### src/rtl/cselector_n_sync.sv
// -----------------------------------------------------------------------------
// cselector_n_sync
//
// Clocked conditional fork with join for the cache control path. A drive token
// is accepted together with the channel valid vector that is present in the
// same cycle. After DELAY cycles the selected channels get one drive pulse. The
// block then waits until every selected channel has returned a free pulse
// before it takes the next token. A one-deep pending slot holds a drive that
// arrives while a token is in flight. A drive that arrives when the slot is
// already full is dropped, and the sticky overflow flag is set.
//
// Handshake: there is no valid/ready pair. Every transfer is a single-cycle
// pulse. i_drive is sampled once, and i_valid is captured in that same cycle,
// so upstream may change i_valid afterwards. o_driveNext and o_done are
// one-cycle pulses. i_freeNext bits are single-cycle pulses that are counted
// only while a token is being driven or awaited.
//
// Parameters
//   N      number of downstream channels (2..32)
//   DELAY  cycles from o_fire to o_driveNext (0..255)
//   MODE   0 = multicast to all valid channels,
//          1 = only the lowest-index valid channel
//
// Ports
//   clk          clock
//   rstn         asynchronous active-low reset
//   i_drive      drive pulse from upstream
//   i_valid      channel select vector, sampled with i_drive
//   o_free       pulse: a token was consumed (launched)
//   o_fire       pulse, coincident with o_free
//   o_driveNext  per-channel drive pulse for the selected channels
//   i_freeNext   per-channel completion pulses from downstream
//   o_done       pulse: all selected channels have returned free
//   o_busy       high whenever the FSM is not idle
//   o_overflow   sticky: a drive was dropped (cleared only by reset)
//   dbg_state    current FSM state (0 idle, 1 delay, 2 drive, 3 wait)
// -----------------------------------------------------------------------------
module cselector_n_sync #(
   parameter int N     = 8,
   parameter int DELAY = 8,
   parameter int MODE  = 0
) (
   input  logic         clk,
   input  logic         rstn,
   input  logic         i_drive,
   input  logic [N-1:0] i_valid,
   output logic         o_free,
   output logic         o_fire,
   output logic [N-1:0] o_driveNext,
   input  logic [N-1:0] i_freeNext,
   output logic         o_done,
   output logic         o_busy,
   output logic         o_overflow,
   output logic [1:0]   dbg_state
);

   typedef enum logic [1:0] {
      ST_IDLE  = 2'd0,
      ST_DLY   = 2'd1,
      ST_DRIVE = 2'd2,
      ST_WAIT  = 2'd3
   } state_t;

   localparam int CW = (DELAY < 1) ? 1 : $clog2(DELAY + 1);
   localparam logic [CW-1:0] DELAY_C = CW'(DELAY);

   // registered state
   state_t         state;
   logic [CW-1:0]  cnt;
   logic [N-1:0]   sel;
   logic [N-1:0]   got;
   logic           pend_v;
   logic [N-1:0]   pend_val;

   // next-state values
   state_t         state_nxt;
   logic [CW-1:0]  cnt_nxt;
   logic [N-1:0]   sel_nxt;
   logic [N-1:0]   got_nxt;
   logic           pend_v_nxt;
   logic [N-1:0]   pend_val_nxt;

   // decision strobes from the next-state logic
   logic           launch;
   logic           complete;
   logic           drop;
   logic [N-1:0]   launch_vec;
   logic [N-1:0]   launch_sel;
   logic [N-1:0]   got_acc;

   // output register inputs
   logic           fire_d;
   logic           done_d;
   logic [N-1:0]   drive_d;
   logic           busy_d;
   logic           ovf_d;

   // output registers
   logic           fire_q;
   logic           free_q;
   logic           done_q;
   logic [N-1:0]   drive_q;
   logic           busy_q;
   logic           ovf_q;

   // ---------------------------------------------------------------------------
   // State and output registers
   // ---------------------------------------------------------------------------
   always_ff @(posedge clk or negedge rstn) begin
      if (!rstn) begin
         state    <= ST_IDLE;
         cnt      <= '0;
         sel      <= '0;
         got      <= '0;
         pend_v   <= 1'b0;
         pend_val <= '0;
         fire_q   <= 1'b0;
         free_q   <= 1'b0;
         done_q   <= 1'b0;
         drive_q  <= '0;
         busy_q   <= 1'b0;
         ovf_q    <= 1'b0;
      end else begin
         state    <= state_nxt;
         cnt      <= cnt_nxt;
         sel      <= sel_nxt;
         got      <= got_nxt;
         pend_v   <= pend_v_nxt;
         pend_val <= pend_val_nxt;
         fire_q   <= fire_d;
         free_q   <= fire_d;
         done_q   <= done_d;
         drive_q  <= drive_d;
         busy_q   <= busy_d;
         ovf_q    <= ovf_d;
      end
   end

   // ---------------------------------------------------------------------------
   // Next-state logic
   // ---------------------------------------------------------------------------
   always_comb begin
      // The pending slot has priority over a fresh drive.
      launch_vec = pend_v ? pend_val : i_valid;
      // In MODE 1, v & -v isolates the lowest set bit.
      launch_sel = (MODE != 0) ? (launch_vec & (~launch_vec + N'(1))) : launch_vec;
      // Free pulses that arrive in the current cycle count toward the join.
      got_acc    = got | (i_freeNext & sel);

      state_nxt    = state;
      cnt_nxt      = cnt;
      sel_nxt      = sel;
      got_nxt      = got;
      pend_v_nxt   = pend_v;
      pend_val_nxt = pend_val;
      launch       = 1'b0;
      complete     = 1'b0;
      drop         = 1'b0;

      unique case (state)
         ST_IDLE: begin
            if (pend_v || i_drive) begin
               launch  = 1'b1;
               sel_nxt = launch_sel;
               cnt_nxt = DELAY_C;
               got_nxt = '0;
               if (launch_sel == '0)
                  state_nxt = ST_IDLE;
               else if (DELAY == 0)
                  state_nxt = ST_DRIVE;
               else
                  state_nxt = ST_DLY;
               // The slot was consumed. A drive in this cycle refills it.
               if (pend_v) begin
                  pend_v_nxt   = i_drive;
                  pend_val_nxt = i_drive ? i_valid : '0;
               end
            end
         end
         ST_DLY: begin
            cnt_nxt = cnt - CW'(1);
            if (cnt <= CW'(1))
               state_nxt = ST_DRIVE;
         end
         ST_DRIVE, ST_WAIT: begin
            if (got_acc == sel) begin
               complete  = 1'b1;
               got_nxt   = '0;
               state_nxt = ST_IDLE;
            end else begin
               got_nxt   = got_acc;
               state_nxt = ST_WAIT;
            end
         end
         default: state_nxt = ST_IDLE;
      endcase

      // While a token is in flight, which includes the cycle in which its join
      // completes, a new drive can only go into the slot or be dropped.
      if ((state != ST_IDLE) && i_drive) begin
         if (!pend_v) begin
            pend_v_nxt   = 1'b1;
            pend_val_nxt = i_valid;
         end else begin
            drop = 1'b1;
         end
      end
   end

   // ---------------------------------------------------------------------------
   // Output logic (feeds the output registers)
   // ---------------------------------------------------------------------------
   always_comb begin
      fire_d  = launch;
      // An empty selection completes in the same cycle that it fires.
      done_d  = complete | (launch && (launch_sel == '0));
      drive_d = (state_nxt == ST_DRIVE) ? sel_nxt : '0;
      busy_d  = (state_nxt != ST_IDLE);
      ovf_d   = ovf_q | drop;
   end

   assign o_fire      = fire_q;
   assign o_free      = free_q;
   assign o_done      = done_q;
   assign o_driveNext = drive_q;
   assign o_busy      = busy_q;
   assign o_overflow  = ovf_q;
   assign dbg_state   = state;

endmodule

### config.mk
export PLATFORM = sky130hd
export DESIGN_NAME = cselector_n_sync
export DESIGN_NICKNAME = d
export VERILOG_FILES = /design/src/rtl/cselector_n_sync.sv
export SDC_FILE = /design/constraint.sdc
export NUM_CORES = 1
export LEC_CHECK = 0
export ABC_AREA = 0
export CORE_ASPECT_RATIO = 1.1
export CORE_MARGIN = 10
export CORE_UTILIZATION = 40
export DETAILED_ROUTE_END_ITERATION = 12
export SYNTH_ARGS = -nofsm -noshare
export SYNTH_HDL_FRONTEND = slang
export SYNTH_SLANG_ARGS = --single-unit
export TNS_END_PERCENT = 50
### constraint.sdc
create_clock -name clk -period 2.16 [get_ports clk]
set_input_delay 0.216 -clock clk [delete_from_list [all_inputs] [get_ports clk]]
set_output_delay 0.216 -clock clk [all_outputs]
set_load 0.01 [all_outputs]
== Word level (Yosys, flattened, before mapping) ==
Index checks and enable logic that the tools add are counted.

* Register bits: 43

* Add/subtract/negate cells: 1
* $lt $le $gt $ge: 1
* Eq/ne operators: 6
* Multiplexer cells: 31
* Bitwise logic cells: 4
* Reduce and logical (&&, ||, !) cells: 12

{| class="wikitable"
|+ Operators with widths
! kind !! count
|-
| 8-bit two-way mux || 12
|-
| 8-bit case mux with 2 select lines || 1
|-
| 1-bit two-way mux || 12
|-
| 8-bit AND || 1
|-
| 8-bit equality test || 1
|-
| 8-bit logical NOT || 1
|-
| 8-bit bitwise OR || 1
|-
| 4-bit case mux with 2 select lines || 1
|-
| 2-bit nonzero test || 4
|-
| 2-bit equality test (second input constant) || 3
|-
| 2-bit two-way mux || 3
|-
| 2-bit case mux with 3 select lines || 1
|-
| 4-bit by 1-bit less-or-equal comparator with 1-bit output (second input constant) || 1
|-
| 4-bit two-way mux || 1
|-
| 2-bit AND reduction || 2
|-
| 4-bit by 1-bit subtractor with 4-bit output (second input constant) || 1
|-
| 2-bit by 1-bit equality test with 1-bit output (second input constant) || 1
|-
| 1-bit logical AND || 2
|-
| 2-bit logical NOT || 1
|-
| 2-bit != test (second input constant) || 1
|-
| 1-bit bitwise OR || 2
|-
| 2-bit OR reduction || 1
|-
| 1-bit logical OR || 1
|}

== Longest topological paths before layout ==
* Depth after elaboration: 7
* Depth in mapped cells: 6
* Gate-level depth less buffers: 6

== Worst setup path after synthesis ==
No wires, ideal clock.

* Path kind: register to register
* Start point: register got[4]
* End point: register got[0]
* Setup time: 0.138 ns
* Arrival time: 1.396 ns
* Data required time: 2.022 ns
* Setup slack: 0.627 ns
* Cell stages (with the launch flop): 6
* Clock period less this slack: 1.533 ns
* Cells stage by stage: dfrtp_1 -> nor2b_1 -> a2111oi_4 -> nand4_4 -> nor3_4 -> o22ai_1

* Word-level cells in the longest chain between the ends: 4

{| class="wikitable"
|+ RTL lines
! item !! RTL line !! RTL
|-
| start, declared || 71 || <nowiki>logic [N-1:0] got;</nowiki>
|-
| start signal, assigned || 127 || <nowiki>got <= got_nxt;</nowiki>
|-
| 8-bit bitwise OR || 148 || <nowiki>got_acc = got | (i_freeNext & sel);</nowiki>
|-
| 8-bit equality test || 186 || <nowiki>if (got_acc == sel) begin</nowiki>
|-
| 8-bit two-way mux || 186 ||
|-
| 8-bit case mux with 2 select lines || 160 || <nowiki>unique case (state)</nowiki>
|}

No other way between the ends.
A chain may end at the register's enable or synchronous reset.

== Worst setup path after layout ==
* Start point: register got[4]
* End point: register got[7]

The elaborated chain is that of the path after synthesis.

==> run metrics <==
Clock power frac=16.6%; Reg clk slew, reported paths=80 ps; Final setup violation count=0; GRT overflow=0; Int Pwr=2.04 mW; DIE AREA=0.00822 mm2; fraction of layout cells with a size suffix above 1=10.4%; post-synthesis async set-or-reset flop share=100%; dpl hpwl=3.31 mm; Synth Flop Type=dfrtp_1; Gate power share=42.8%; Num CTS Buffers=5; IO Pins=34; power per cell area=1350 mW/mm2; count of final max-slew check failures=0; number of setup buffers added after CTS=0; Yosys cell types=40; fin util=51.9%; FMAX=0.580 GHz; setup TNS=0 ps; critical path data arrival time=1880 ps; Synth area leaders=dfrtp_1, nand2_1, mux2i_1, o21ai_1, a22o_1; clk root buf=clkbuf_8; RSZ-0062 raised after global routing=no; number of max-cap violations=0; CTS resizes=0; top-count cell post-synth=dfrtp_1; RePlAce Congestion=0.849; total power=3.34 mW; Flop pwr share=40.6%; top-area cell type share of the netlist area=53.9%; Core ar.=0.00475 mm2; synthesis warning total=0; Critical Path RT=2320 ps; sw frac=39.0%; Hold WS=59.0 ps; Port Buf Inserts=33; Max-slew headroom=37.2%; WS Path Type=register to register; cell total after placement=269; Hold Vio Cnt, Final=0; number of global-route vias before repair=1,534; chip width=87.3 um; fin crit share=79.8%; worst hold path type=input pin to async pin; status=completed; Worst-Margin Slew=942 ps; Final nets=241; H-tree Lvls=2; Post-Syn Area per Cell=10.8 um2; average wire per standard cell=15.8 um; Worst-Skew Late Latency=290 ps; hold_buf cts=0; CP Max Fanout=9; gr usage total=11.4%; effective utilization at floorplan=42.0%; Setup crit start kind=register; Peak VDD IR=0.739 mV; DR vias/cell=5.35; Seq cells post-synth=43; commonest cells in the synthesized netlist=dfrtp_1, nand2_1, o21ai_1, nor2b_1; First-pass DRT Iterations=4; Layout area overhead=23.6%; first-pass GRT wire length=7.48 mm; synthesized area=0.00200 mm2; sequential-to-total area share from yosys stat=53.9%; Static Leak=1.08 nW; DR vias=1,481; Total Routed Length=4.39 mm; syn nets=206; P_sw=1.30 mW; ANT nets after route=0; FP Rows=26; clk buf depth=2; filler instances=410; Tmin final=1720 ps; Post-synth EDFFs=0; largest net degree at the start of global routing=44; Chip Height=94.1 um; Num Clock Sinks=43; First DRT Iteration DRCs=136; initial antenna violation count=0; cell taking the most area after synthesis=dfrtp_1; CTS tree=built; non-filler cells, final=277; capturing element type of the critical path=register; skew final=6.44 ps; post-synthesis cell count=185; DRC=0; ANT cells=0
[power by group through the flow]
| stage | Clock [mW] | Sequential, mW | Combinational, mW |
|---|---|---|---|
| 2_1_floorplan | 0 | 1.30 | 1.10 |
| 3_3_place_gp | 0 | 1.36 | 1.40 |
| 3_5_place_dp | 0 | 1.37 | 1.45 |
| 4_1_cts | 0.574 | 1.36 | 1.45 |
| 5_1_grt | 0.605 | 1.41 | 1.59 |
| 6_report | 0.554 | 1.36 | 1.43 |
[layout make-up]
type	count	area [um2]	area share [%]
sequential	43	1080	43.6
multi-input combinational	127	848	34.4
timing repair buffer	35	340	13.8
clock buffer	8	100	4.06
tap	56	70.1	2.84
inverter	8	32.5	1.32
[placed cells by master, fill, tap and decap left out, types with 2 or more instances in the layout]
master,n
dfrtp_1,43
clkdlybuf4s50_1,32
nand2_1,30
o21ai_1,15
nor2b_1,11
a22o_1,8
mux2i_1,8
o22ai_1,7
clkbuf_8,7
inv_1,6
nor2_1,6
nor4_1,5
nor3b_1,4
nand3_1,4
a21oi_1,3
o21ai_0,3
nor3_1,2
ha_1,2
buf_4,2
[state kept, by name, indices dropped and copies added, names as in the netlist]
signal       flops
o_overflow       1
cnt              4
got              8
dbg_state        2
pend_v           1
pend_val         8
o_free           1
o_driveNext      8
o_done           1
o_busy           1
sel              8
[logic make-up after synthesis]
kind of cell             synth area share, %
adder cells (fa/ha/maj)                 1.25
flip-flops                              53.9
AO/OA/AOI/OAI                           16.6
AND/OR/NAND/NOR                         20.5
multiplexers                            4.01
buffers and inverters                   3.76
[metal layers]
layer	vias to the layer above	track usage (%)	routed length, um	part of all wire [%]
met4	0	3.72	61	1.4
met3	5	3.56	251	5.7
met2	30	18.4	2070	47
met1	720	13.9	2010	46
met5	-	0	0	0
li1	726	-	-	-
[critical path, cell delays in order, from the launching register on]
cell,delay [ps]
dfrtp_1,400
nor2b_1,160
a2111oi_4,370
nand4_4,180
nor3_4,340
o22ai_1,130
[path summary, 6_finish.rpt]
kind                       slack (ps)                  from                        to  cells past startpoint
max in group asynchronous        1500                  rstn  o_driveNext[0]$_DFF_PN0_                      1
hold reg to reg                   480  o_overflow$_DFF_PN0_      o_overflow$_DFF_PN0_                      1
setup / recovery                  440    got[4]$_DFFE_PN0P_        got[7]$_DFFE_PN0P_                      5
hold / removal                     60                  rstn        cnt[3]$_DFFE_PN0P_                      1
min in group clk                  480  o_overflow$_DFF_PN0_      o_overflow$_DFF_PN0_                      1
setup reg to reg                  440    got[4]$_DFFE_PN0P_        got[7]$_DFFE_PN0P_                      5
[metrics by stage]
step / area (um2) / worst slack, ps
floorplan: 2000 / 627
global placement: 2370 / 315
detailed placement: 2370 / 257
CTS: 2470 / 415
global route: 2470 / 289
finish: 2470 / 436
No activity file was read; power rests on OpenSTA's default activity.
